## config.mk

```make
export PLATFORM = sky130hd
export DESIGN_NAME = a2d_spi_resp
export DESIGN_NICKNAME = d
export VERILOG_FILES = /design/src/rtl/a2d_pkg.sv /design/src/rtl/a2d_spi_resp_sync_edge.sv /design/src/rtl/a2d_spi_resp.sv
export SDC_FILE = /design/constraint.sdc
export NUM_CORES = 1
export LEC_CHECK = 0
export BUFFER_PORTS_ARGS = -buffer_cell sky130_fd_sc_hd__buf_2
export CAP_MARGIN = 25
export CORE_MARGIN = 2
export CORE_UTILIZATION = 45
export CTS_CLUSTER_DIAMETER = 40
export DETAILED_ROUTE_END_ITERATION = 8
export PLACE_DENSITY = 0.84
export SETUP_SLACK_MARGIN = 0.3
export SLEW_MARGIN = 10
export SYNTH_ARGS = -nofsm -noshare
export SYNTH_HDL_FRONTEND = slang
export SYNTH_SLANG_ARGS = --single-unit
```

## constraint.sdc

```tcl
create_clock -name clk -period 3.3 [get_ports clk]
set_input_delay 0 -clock clk [delete_from_list [all_inputs] [get_ports clk]]
set_output_delay 0 -clock clk [all_outputs]
set_load 0.02 [all_outputs]
```

## src/rtl/a2d_pkg.sv

```systemverilog
// a2d_pkg: command frame layout and state type shared by the A2D SPI blocks
package a2d_pkg;
  typedef enum logic {IDLE, SHIFT} state_t;
  localparam int FRAME_BITS = 16;
  localparam int CH_MSB = 13;
  localparam int CH_LSB = 11;
  localparam int RES_W = 12;
endpackage

```

## src/rtl/a2d_spi_resp_sync_edge.sv

```systemverilog
// spi_sync_edge: multi-stage synchronizer with rise/fall detection on the synchronized level
module spi_sync_edge #(
  parameter int   STG = 2,
  parameter logic RST_VAL = 1'b0
) (
  input  logic clk,
  input  logic rst_n,
  input  logic d_i,
  output logic sync_o,
  output logic rise_o,
  output logic fall_o
);
  logic [STG-1:0] sync_q;
  logic prev_q;
  // shift the async input through the synchronizer and keep one delayed copy for edges
  always_ff @(posedge clk or negedge rst_n)
    if (!rst_n) begin
      sync_q <= {STG{RST_VAL}};
      prev_q <= RST_VAL;
    end else begin
      sync_q <= STG'({sync_q, d_i});
      prev_q <= sync_q[STG-1];
    end
  assign sync_o = sync_q[STG-1];
  assign rise_o = sync_o & ~prev_q;
  assign fall_o = ~sync_o & prev_q;
endmodule

```

## src/rtl/a2d_spi_resp.sv

```systemverilog
// a2d_spi_resp: SPI responder emulating an 8-channel 12-bit A2D with one-frame response pipelining
module a2d_spi_resp #(
  parameter int N_CH = 8,
  parameter int RES_W = 12,
  parameter int SYNC_STG = 2
) (
  input  logic                  clk,
  input  logic                  rst_n,
  input  logic                  SS_n,
  input  logic                  SCLK,
  input  logic                  MOSI,
  input  logic [N_CH*RES_W-1:0] ana_vals,
  output logic                  MISO,
  output logic [2:0]            cmd_chnnl,
  output logic                  frame_done,
  output logic                  frm_err
);
  import a2d_pkg::*;
  logic ss_sync, ss_rise, ss_fall, sclk_rise, sclk_fall, mosi_sync;
  state_t state_q, state_d;
  logic [FRAME_BITS-1:0] rx_shft_q, rx_shft_d, tx_shft_q, tx_shft_d, resp_q, resp_d;
  logic [4:0] bit_cnt_q, bit_cnt_d;
  logic [2:0] chnnl_q, chnnl_d;
  logic done_q, done_d, err_q, err_d;
  logic [FRAME_BITS-1:0] rx_n;
  logic [4:0] cnt_n;
  logic [2:0] ch_n;

  spi_sync_edge #(.STG(SYNC_STG), .RST_VAL(1'b1)) u_ss (
    .clk(clk), .rst_n(rst_n), .d_i(SS_n), .sync_o(ss_sync), .rise_o(ss_rise), .fall_o(ss_fall));
  spi_sync_edge #(.STG(SYNC_STG), .RST_VAL(1'b0)) u_sclk (
    .clk(clk), .rst_n(rst_n), .d_i(SCLK), .sync_o(), .rise_o(sclk_rise), .fall_o(sclk_fall));
  spi_sync_edge #(.STG(SYNC_STG), .RST_VAL(1'b0)) u_mosi (
    .clk(clk), .rst_n(rst_n), .d_i(MOSI), .sync_o(mosi_sync), .rise_o(), .fall_o());

  // state and datapath registers
  always_ff @(posedge clk or negedge rst_n)
    if (!rst_n) begin
      state_q   <= IDLE;
      rx_shft_q <= '0;
      tx_shft_q <= '0;
      resp_q    <= '0;
      bit_cnt_q <= '0;
      chnnl_q   <= '0;
      done_q    <= 1'b0;
      err_q     <= 1'b0;
    end else begin
      state_q   <= state_d;
      rx_shft_q <= rx_shft_d;
      tx_shft_q <= tx_shft_d;
      resp_q    <= resp_d;
      bit_cnt_q <= bit_cnt_d;
      chnnl_q   <= chnnl_d;
      done_q    <= done_d;
      err_q     <= err_d;
    end

  // next state: the SCLK rise is folded in before the frame-end check so a coincident ss_rise sees the new count
  always_comb begin
    state_d   = state_q;
    rx_shft_d = rx_shft_q;
    tx_shft_d = tx_shft_q;
    resp_d    = resp_q;
    bit_cnt_d = bit_cnt_q;
    chnnl_d   = chnnl_q;
    err_d     = err_q;
    done_d    = 1'b0;
    rx_n      = sclk_rise ? {rx_shft_q[FRAME_BITS-2:0], mosi_sync} : rx_shft_q;
    cnt_n     = (sclk_rise && bit_cnt_q != 5'd31) ? bit_cnt_q + 5'd1 : bit_cnt_q;
    ch_n      = rx_n[CH_MSB:CH_LSB];
    if (state_q == IDLE) begin
      if (ss_fall) begin
        tx_shft_d = resp_q;
        bit_cnt_d = '0;
        state_d   = SHIFT;
      end
    end else begin
      rx_shft_d = rx_n;
      bit_cnt_d = cnt_n;
      if (sclk_fall && bit_cnt_q != 5'd0)
        tx_shft_d = {tx_shft_q[FRAME_BITS-2:0], 1'b0};
      if (ss_rise) begin
        state_d = IDLE;
        if (cnt_n == 5'(FRAME_BITS)) begin
          chnnl_d = ch_n;
          resp_d  = {{(FRAME_BITS-RES_W){1'b0}}, ana_vals[ch_n*RES_W +: RES_W]};
          done_d  = 1'b1;
        end else
          err_d = 1'b1;
      end
    end
  end

  // outputs: MISO presents the transmit MSB only while selected
  always_comb begin
    MISO       = ss_sync ? 1'b0 : tx_shft_q[FRAME_BITS-1];
    cmd_chnnl  = chnnl_q;
    frame_done = done_q;
    frm_err    = err_q;
  end
endmodule

```

==> out/summary.log, run 1 <==
INFO  synth          yosys.cell_types.count=47
INFO  drt            number_of_iterations_in_the_first_detailed_routing_pass=4
INFO  grt            grt.overflow.total=0
INFO  synth          async_flop_share=100%
INFO  place          placedCellCount=509
INFO  synth          synthesis.instances=315
INFO  place          numPortBuffers=106
INFO  cells_and_area post_route_cell_area=4140µm²
INFO  cells_and_area drive_above_1_share=38.2%
INFO  cells_and_area antenna_cells=0
INFO  synth          yosys_most_used_dff=sky130_fd_sc_hd__dfrtp_1
INFO  drt            wirelength=8780µm
INFO  sta            final.setup.tns=0ps
INFO  cells_and_area layout.core_utilization=57.9%
INFO  cells_and_area finish.cell_count_without_fillers=528
INFO  synth          yosysSeqAreaShare=47.0%
INFO  synth          yosys.cell_count.top_type=sky130_fd_sc_hd__dfrtp_1
INFO  min_path       hold_class=primary input to flip-flop
INFO  synth          most_frequent_cells_after_synthesis=sky130_fd_sc_hd__dfrtp_1 (58), sky130_fd_sc_hd__a22oi_1 (25), sky130_fd_sc_hd__o22ai_1 (25)
INFO  worst_setup_path criticalPathCategory=flip-flop to flip-flop
INFO  sta            finalHoldViolations=0
INFO  drt            vias_per_cell=5.73
INFO  sta            layout_min_cycle_time=2790ps
INFO  drt            route.detailed.wl_per_inst=16.6µm
INFO  worst_setup_path worst_setup_path_start_kind=flip-flop
INFO  synth          netlist.area_leader.share=44.6%
INFO  synth          synth-edff-count=0
INFO  status         result_of_the_run=finished, final reports clean
INFO  cts            cts.path.max_buffers=2
INFO  cts            clockRootBuffer=sky130_fd_sc_hd__clkbuf_8
INFO  cts            cts_tree=yes
INFO  cts            worst_skew_pair.late_latency=340ps
INFO  synth          ys.warnings.count=0
INFO  floorplan      core-area=7140µm²
INFO  drt            drtAntennaViolNets=0
INFO  place          post_dp_area=3890µm²
INFO  pwr            p_sw_share=28.4%
INFO  pwr            power.clock.fraction=31.4%
INFO  worst_setup_path critPathMaxFanout=16
INFO  synth          postSynthRegisterBits=61
INFO  floorplan      ios=107
INFO  synth          netlist.top_cell.by_area=sky130_fd_sc_hd__dfrtp_1
INFO  grt            grt_antenna_before_repair=0
INFO  pwr            leakage=1.90nW
INFO  run            max_cap_viol_count=0
INFO  floorplan      starting_density=45.6%
INFO  worst_setup_path data_required_time_of_the_critical_path=3510ps
INFO  grt            vias_in_the_first_global_route=2876
INFO  cts            numClockSinks=61
INFO  synth          synth.cell_area=3250µm²
INFO  pwr            p_switching=0.599mW
INFO  place          routabilityCongestion=0.884
INFO  sta            post-route-worst-setup-slack=510ps
INFO  sta            setup_violations=0
INFO  sta            unrepaired_setup_endpoints_after_global_routing=no
INFO  pwr            total_power=2.11mW
INFO  grt            grt_max_degree=37
INFO  grt            grt_pass1_wl=13900µm
INFO  floorplan      chipHeight=89.0µm
INFO  pwr            internal_power=1.51mW
INFO  floorplan      die_area=7930µm²
INFO  cts            clkSlewWorstSetupHoldPaths=70ps
INFO  sta            finalCritPeriodShare=84.5%
INFO  sta            max_freq=0.358GHz
INFO  worst_setup_path critical_path_endpoint_category=flip-flop
INFO  pwr            ir_worst_vdd=0.213mV
INFO  cells_and_area area_growth=27.1%
INFO  synth          postSynthAreaPerCell=10.3µm²
INFO  sta            clock-skew-final=8.40ps
INFO  drt            post-route-drc-count=0
INFO  worst_setup_path endpoint_arrival_time_on_the_critical_path=3000ps
INFO  drt            drt-initial-drc-count=282
INFO  sta            tightest_slew=904ps
INFO  floorplan      fp.dieW=89.0µm
INFO  place          dp.final_hpwl=6430µm
INFO  floorplan      placementRows=31
INFO  cells_and_area finalNetCount=529
INFO  sta            timing.slew.headroom=39.1%
INFO  sta            finalMaxSlewViolations=0
INFO  place          detailedPlace.worstSlack=541ps
INFO  drt            route.vias.total=3024
INFO  pwr            comb_power_share=20.8%
INFO  cts            tritoncts_buffers=9
INFO  pwr            p_per_area=510nW/µm²
INFO  synth          synth_fp_nets=419
INFO  cts            cts_max_level=3
INFO  grt            global_route.usage.total=23.2%
INFO  sta            finalHoldWorstSlack=75.2ps
INFO  pwr            seq_power_share=47.8%
INFO  synth          synth_top_cells_by_area=sky130_fd_sc_hd__dfrtp_1 (45%), sky130_fd_sc_hd__a22oi_1 (5.8%), sky130_fd_sc_hd__o22ai_1 (4.8%)
==> power by group through the flow <==
stage	logic (mW)	registers, mW	clock network [mW]
finish	0.439	1.01	0.662
global route	0.497	1.03	0.703
CTS	0.435	1.01	0.669
detailed placement	0.429	1.02	0
global placement	0.408	1.00	0
floorplan	0.293	0.982	0
==> routing by layer <==
layer | up-vias | track usage (%) | part of all wire [%]
met3 | 14 | 3.79 | 5.7
li1 | 1429 | - | -
met2 | 141 | 39.5 | 51
met1 | 1440 | 29.3 | 42
met4 | 0 | 10.2 | 1.8
met5 | - | 0 | 0
==> what timing repair did <==
| action | CTS | global route |
|---|---|---|
| hold endpoints to repair | 25 | 0 |
| buffers inserted | 0 | 0 |
| endpoints found under the setup margin | 0 | 5 |
| hold buffers | 4 | 0 |
| gates resized for setup | 0 | 1 |
==> path summary, 6_finish.rpt <==
check	end	slack, ps	depth (start not counted)	from
worst max-delay path	resp_q[0]	510	10	bit_cnt_q[0]
worst min-delay path	resp_q[1]	80	4	ana_vals[13]
worst max register to register	resp_q[0]	510	10	bit_cnt_q[0]
worst min register to register	u_ss.sync_q[1]	360	0	u_ss.sync_q[0]
max in group asynchronous	tx_shft_q[7]	2240	3	rst_n
min in group asynchronous	u_mosi.sync_q[1]	180	2	rst_n
==> flip-flops by register name, indices dropped and copies added (netlist names) <==
| register | count |
|---|---|
| bit_cnt_q | 5 |
| state_q | 1 |
| u_mosi.sync_q | 2 |
| frame_done | 1 |
| cmd_chnnl | 3 |
| rx_shft_q | 14 |
| tx_shft_q | 16 |
| resp_q | 12 |
| u_sclk.sync_q | 2 |
| frm_err | 1 |
| u_sclk.prev_q | 1 |
| u_ss.sync_q | 2 |
| u_ss.prev_q | 1 |
==> layout by cell type, fill, tap and decap left out, types with 12 or more instances in the layout <==
cell,instances
sky130_fd_sc_hd__a21oi_1,17
sky130_fd_sc_hd__nand2_1,21
sky130_fd_sc_hd__mux2i_1,12
sky130_fd_sc_hd__dfrtp_1,58
sky130_fd_sc_hd__or3_1,12
sky130_fd_sc_hd__a22oi_1,25
sky130_fd_sc_hd__o21ai_0,20
sky130_fd_sc_hd__buf_2,106
sky130_fd_sc_hd__o22a_1,12
sky130_fd_sc_hd__buf_4,14
sky130_fd_sc_hd__o22ai_1,25
==> logic make-up after synthesis <==
family,synth area share (%)
AO/OA/AOI/OAI,27.8
multiplexers,7.80
adder cells (fa/ha/maj),1.15
flip-flops,47.0
XOR/XNOR,0.269
buffers and inverters,4.42
AND/OR/NAND/NOR,11.5
==> critical path: stages (launching register included) <==
cell and delay, ps:
sky130_fd_sc_hd__dfrtp_1 440, sky130_fd_sc_hd__ha_1 240, sky130_fd_sc_hd__and3_1 190, sky130_fd_sc_hd__ha_1 250, sky130_fd_sc_hd__nor3b_4 330, sky130_fd_sc_hd__mux2i_2 290
sky130_fd_sc_hd__and4_1 230, sky130_fd_sc_hd__buf_4 200, sky130_fd_sc_hd__and2_1 140, sky130_fd_sc_hd__buf_4 230, sky130_fd_sc_hd__a31oi_1 110
==> layout make-up <==
type	count	area (µm²)
Clock buffer	11	151
Clock inverter	4	47.5
Fill cell	606	3000
Inverter	6	22.5
Multi-Input combinational cell	223	1580
Sequential cell	61	1530
Tap cell	99	124
Timing Repair Buffer	124	676
Note: power is estimated with default switching activity, not from simulation.
==> inputs of run 2 (changes only) <==
Settings changed: PLACE_DENSITY 0.84 to 0.87.
Clock period 3.3 ns to 2.3 ns, I/O delays scaled along.
==> out/summary.log, run 2 (synthesized netlist as in run 1, its figures left out) <==
INFO  status         result_of_the_run=finished, violations left
INFO  status         violations_in_the_final_reports=negative setup slack
INFO  grt            vias_in_the_first_global_route=3008 [+4.6%]
INFO  grt            grt_pass1_wl=14400µm [+4.2%]
INFO  cts            cts_max_level=3 [unchanged]
INFO  pwr            ir_worst_vdd=0.457mV [+110%]
INFO  floorplan      starting_density=45.6% [unchanged]
INFO  grt            grt_max_degree=45 [+22%]
INFO  sta            tightest_slew=523ps [-380 ps]
INFO  floorplan      fp.dieW=89.0µm [unchanged]
INFO  grt            groute.layer.met2.usage=41.0% [+1.6 points]
INFO  worst_setup_path worst_setup_path_start_kind=flip-flop
INFO  cells_and_area mostFrequentLayoutCell=sky130_fd_sc_hd__buf_2
INFO  place          numPortBuffers=106 [unchanged]
INFO  cts            tritoncts_buffers=9 [unchanged]
INFO  cts            worst_skew_pair.late_latency=350ps [about the same]
INFO  floorplan      chipHeight=89.0µm [unchanged]
INFO  cells_and_area final_cell_mix=sky130_fd_sc_hd__buf_2 (106), sky130_fd_sc_hd__dfrtp_1 (58), sky130_fd_sc_hd__buf_4 (27)
INFO  sta            finalHoldWorstSlack=8.23ps [-67.0 ps]
INFO  sta            setup_violations=15 [+15]
INFO  worst_setup_path crit-reg2reg-capture=cmd_chnnl[2]
INFO  floorplan      placementRows=31 [unchanged]
INFO  drt            drtAntennaViolNets=0 [unchanged]
INFO  cells_and_area area_growth=37.0%
INFO  drt            wirelength=10100µm [+15%]
INFO  cts            clockRootBuffer=sky130_fd_sc_hd__clkbuf_8
INFO  cells_and_area finalNetCount=550 [+4.0%]
INFO  floorplan      die_area=7930µm² [unchanged]
INFO  grt            global_route.usage.total=24.6% [+1.4 points]
INFO  cells_and_area registers_with_the_most_flip_flops=tx_shft_q: 16 flops, rx_shft_q: 14 flops, resp_q: 12 flops
INFO  run            max_cap_viol_count=0 [unchanged]
INFO  sta            unrepaired_setup_endpoints_after_global_routing=yes
INFO  grt            grt.overflow.total=0 [unchanged]
INFO  worst_setup_path worst_reg2reg_startpoint=bit_cnt_q[0]
INFO  cts            cts_tree=yes
INFO  worst_setup_path criticalPathCategory=flip-flop to flip-flop
INFO  place          placedCellCount=517 [+1.6%]
INFO  worst_setup_path critPathMaxFanout=8 [-8]
INFO  sta            post-route-worst-setup-slack=-77.3ps [-588 ps]
INFO  cts            numClockSinks=61 [unchanged]
INFO  floorplan      ios=107 [unchanged]
INFO  cells_and_area antenna_cells=0 [unchanged]
INFO  pwr            p_per_area=733nW/µm² [+44%]
INFO  place          dp.final_hpwl=6550µm [+1.8%]
INFO  pwr            total_power=3.27mW [+55%]
INFO  drt            vias_per_cell=5.94 [+3.7%]
INFO  cells_and_area largest-register=tx_shft_q
INFO  sta            layout_min_cycle_time=2380ps [-412 ps]
INFO  cells_and_area drive_above_1_share=43.7% [+5.4 points]
INFO  min_path       hold_class=primary input to asynchronous set/reset pin
INFO  drt            post-route-drc-count=0 [unchanged]
INFO  sta            finalHoldViolations=0 [unchanged]
INFO  sta            timing.slew.headroom=65.0% [+26 points]
INFO  grt            grt.busiest_layer=met2
INFO  cts            clkSlewWorstSetupHoldPaths=60ps [about the same]
INFO  sta            clock-skew-final=4.21ps [-4.19 ps]
INFO  worst_setup_path r2r_slack=-80ps [-590 ps]
INFO  worst_setup_path critical_path_endpoint_category=flip-flop
INFO  place          routabilityCongestion=0.866 [-2.1%]
INFO  drt            route.vias.total=3256 [+7.7%]
INFO  worst_setup_path data_required_time_of_the_critical_path=2510ps [-1000 ps]
INFO  grt            grt_antenna_before_repair=0 [unchanged]
INFO  drt            drt-initial-drc-count=308 [+9.2%]
INFO  grt            gr-usage-met1=30.1% [+0.80 points]
INFO  worst_setup_path endpoint_arrival_time_on_the_critical_path=2590ps [-410 ps]
INFO  sta            finalCritPeriodShare=103% [+19 points]
INFO  cells_and_area largest_reg_flops=16 [unchanged]
INFO  drt            number_of_iterations_in_the_first_detailed_routing_pass=5 [+1]
INFO  floorplan      core-area=7140µm² [unchanged]
INFO  pwr            leakage=2.03nW [+7.0%]
INFO  worst_setup_path worstRegToRegCells=8 [-2]
INFO  cts            cts.path.max_buffers=2 [unchanged]
INFO  sta            max_freq=0.421GHz [+17%]
INFO  drt            route.detailed.wl_per_inst=18.5µm [+11%]
INFO  cells_and_area finish.cell_count_without_fillers=548 [+3.8%]
INFO  grt            gr-usage-met3=4.52% [+0.74 points]
INFO  sta            finalMaxSlewViolations=0 [unchanged]
## run 2: cell type report
| cell class | instances | area [µm²] |
|---|---|---|
| Fill cell | 578 | 2680 |
| Sequential cell | 61 | 1530 |
| Inverter | 6 | 22.5 |
| Clock buffer | 13 | 169 |
| Timing Repair Buffer | 144 | 881 |
| Clock inverter | 1 | 30.0 |
| Multi-Input combinational cell | 224 | 1700 |
| Tap cell | 99 | 124 |
## run 2: how the worst max path moves through the flow
| stage | startpoint | to | slack (ps) | cells after the start |
|---|---|---|---|---|
| floorplan | bit_cnt_q[1] | resp_q[3] | -6 | 11 |
| global placement | bit_cnt_q[1] | resp_q[5] | 180 | 8 |
| detailed placement | bit_cnt_q[1] | resp_q[3] | 40 | 9 |
| CTS | bit_cnt_q[1] | resp_q[3] | 70 | 8 |
| global route | bit_cnt_q[0] | cmd_chnnl[2] | -170 | 8 |
| finish | bit_cnt_q[0] | cmd_chnnl[2] | -80 | 8 |
## run 2: worst max-delay path: stages, from the launching register on
cell and delay, ps:
sky130_fd_sc_hd__dfrtp_1 380, sky130_fd_sc_hd__ha_2 190, sky130_fd_sc_hd__and3_4 180, sky130_fd_sc_hd__ha_4 170
sky130_fd_sc_hd__nor3b_4 290, sky130_fd_sc_hd__mux2i_2 300, sky130_fd_sc_hd__and4_4 320, sky130_fd_sc_hd__and2_4 270
sky130_fd_sc_hd__a31oi_1 120
## run 2: report_power, final
| group | internal [mW] | switching [mW] |
|---|---|---|
| combinational | 0.448 | 0.405 |
| sequential | 1.30 | 0.141 |
| clock | 0.577 | 0.397 |
| total | 2.32 | 0.943 |
## run 2: metrics by stage
stage,util [%],setup TNS [ps],setup slack (ps),area [µm²]
finish,62.5,-358,-77.3,4460
global route,62.5,-1730,-169,4460
CTS,60.6,0,69.1,4320
detailed placement,55.8,0,37.9,3980
global placement,55.8,0,178,3980
floorplan,-,-44.9,-6.42,3300
## run 2: metal layers
layer | up-vias | wire (µm)
met5 | - | 0
met4 | 0 | 341
met3 | 30 | 782
met2 | 189 | 5060
met1 | 1561 | 3930
li1 | 1476 | -
## run 2: timing repair
action,in CTS,in global routing
hold buffers,4,0
endpoints found under the setup margin,17,33
pin swaps,4,11
setup buffers,5,4
cloned,2,1
endpoints found under the hold margin,43,0
resized for setup,9,18
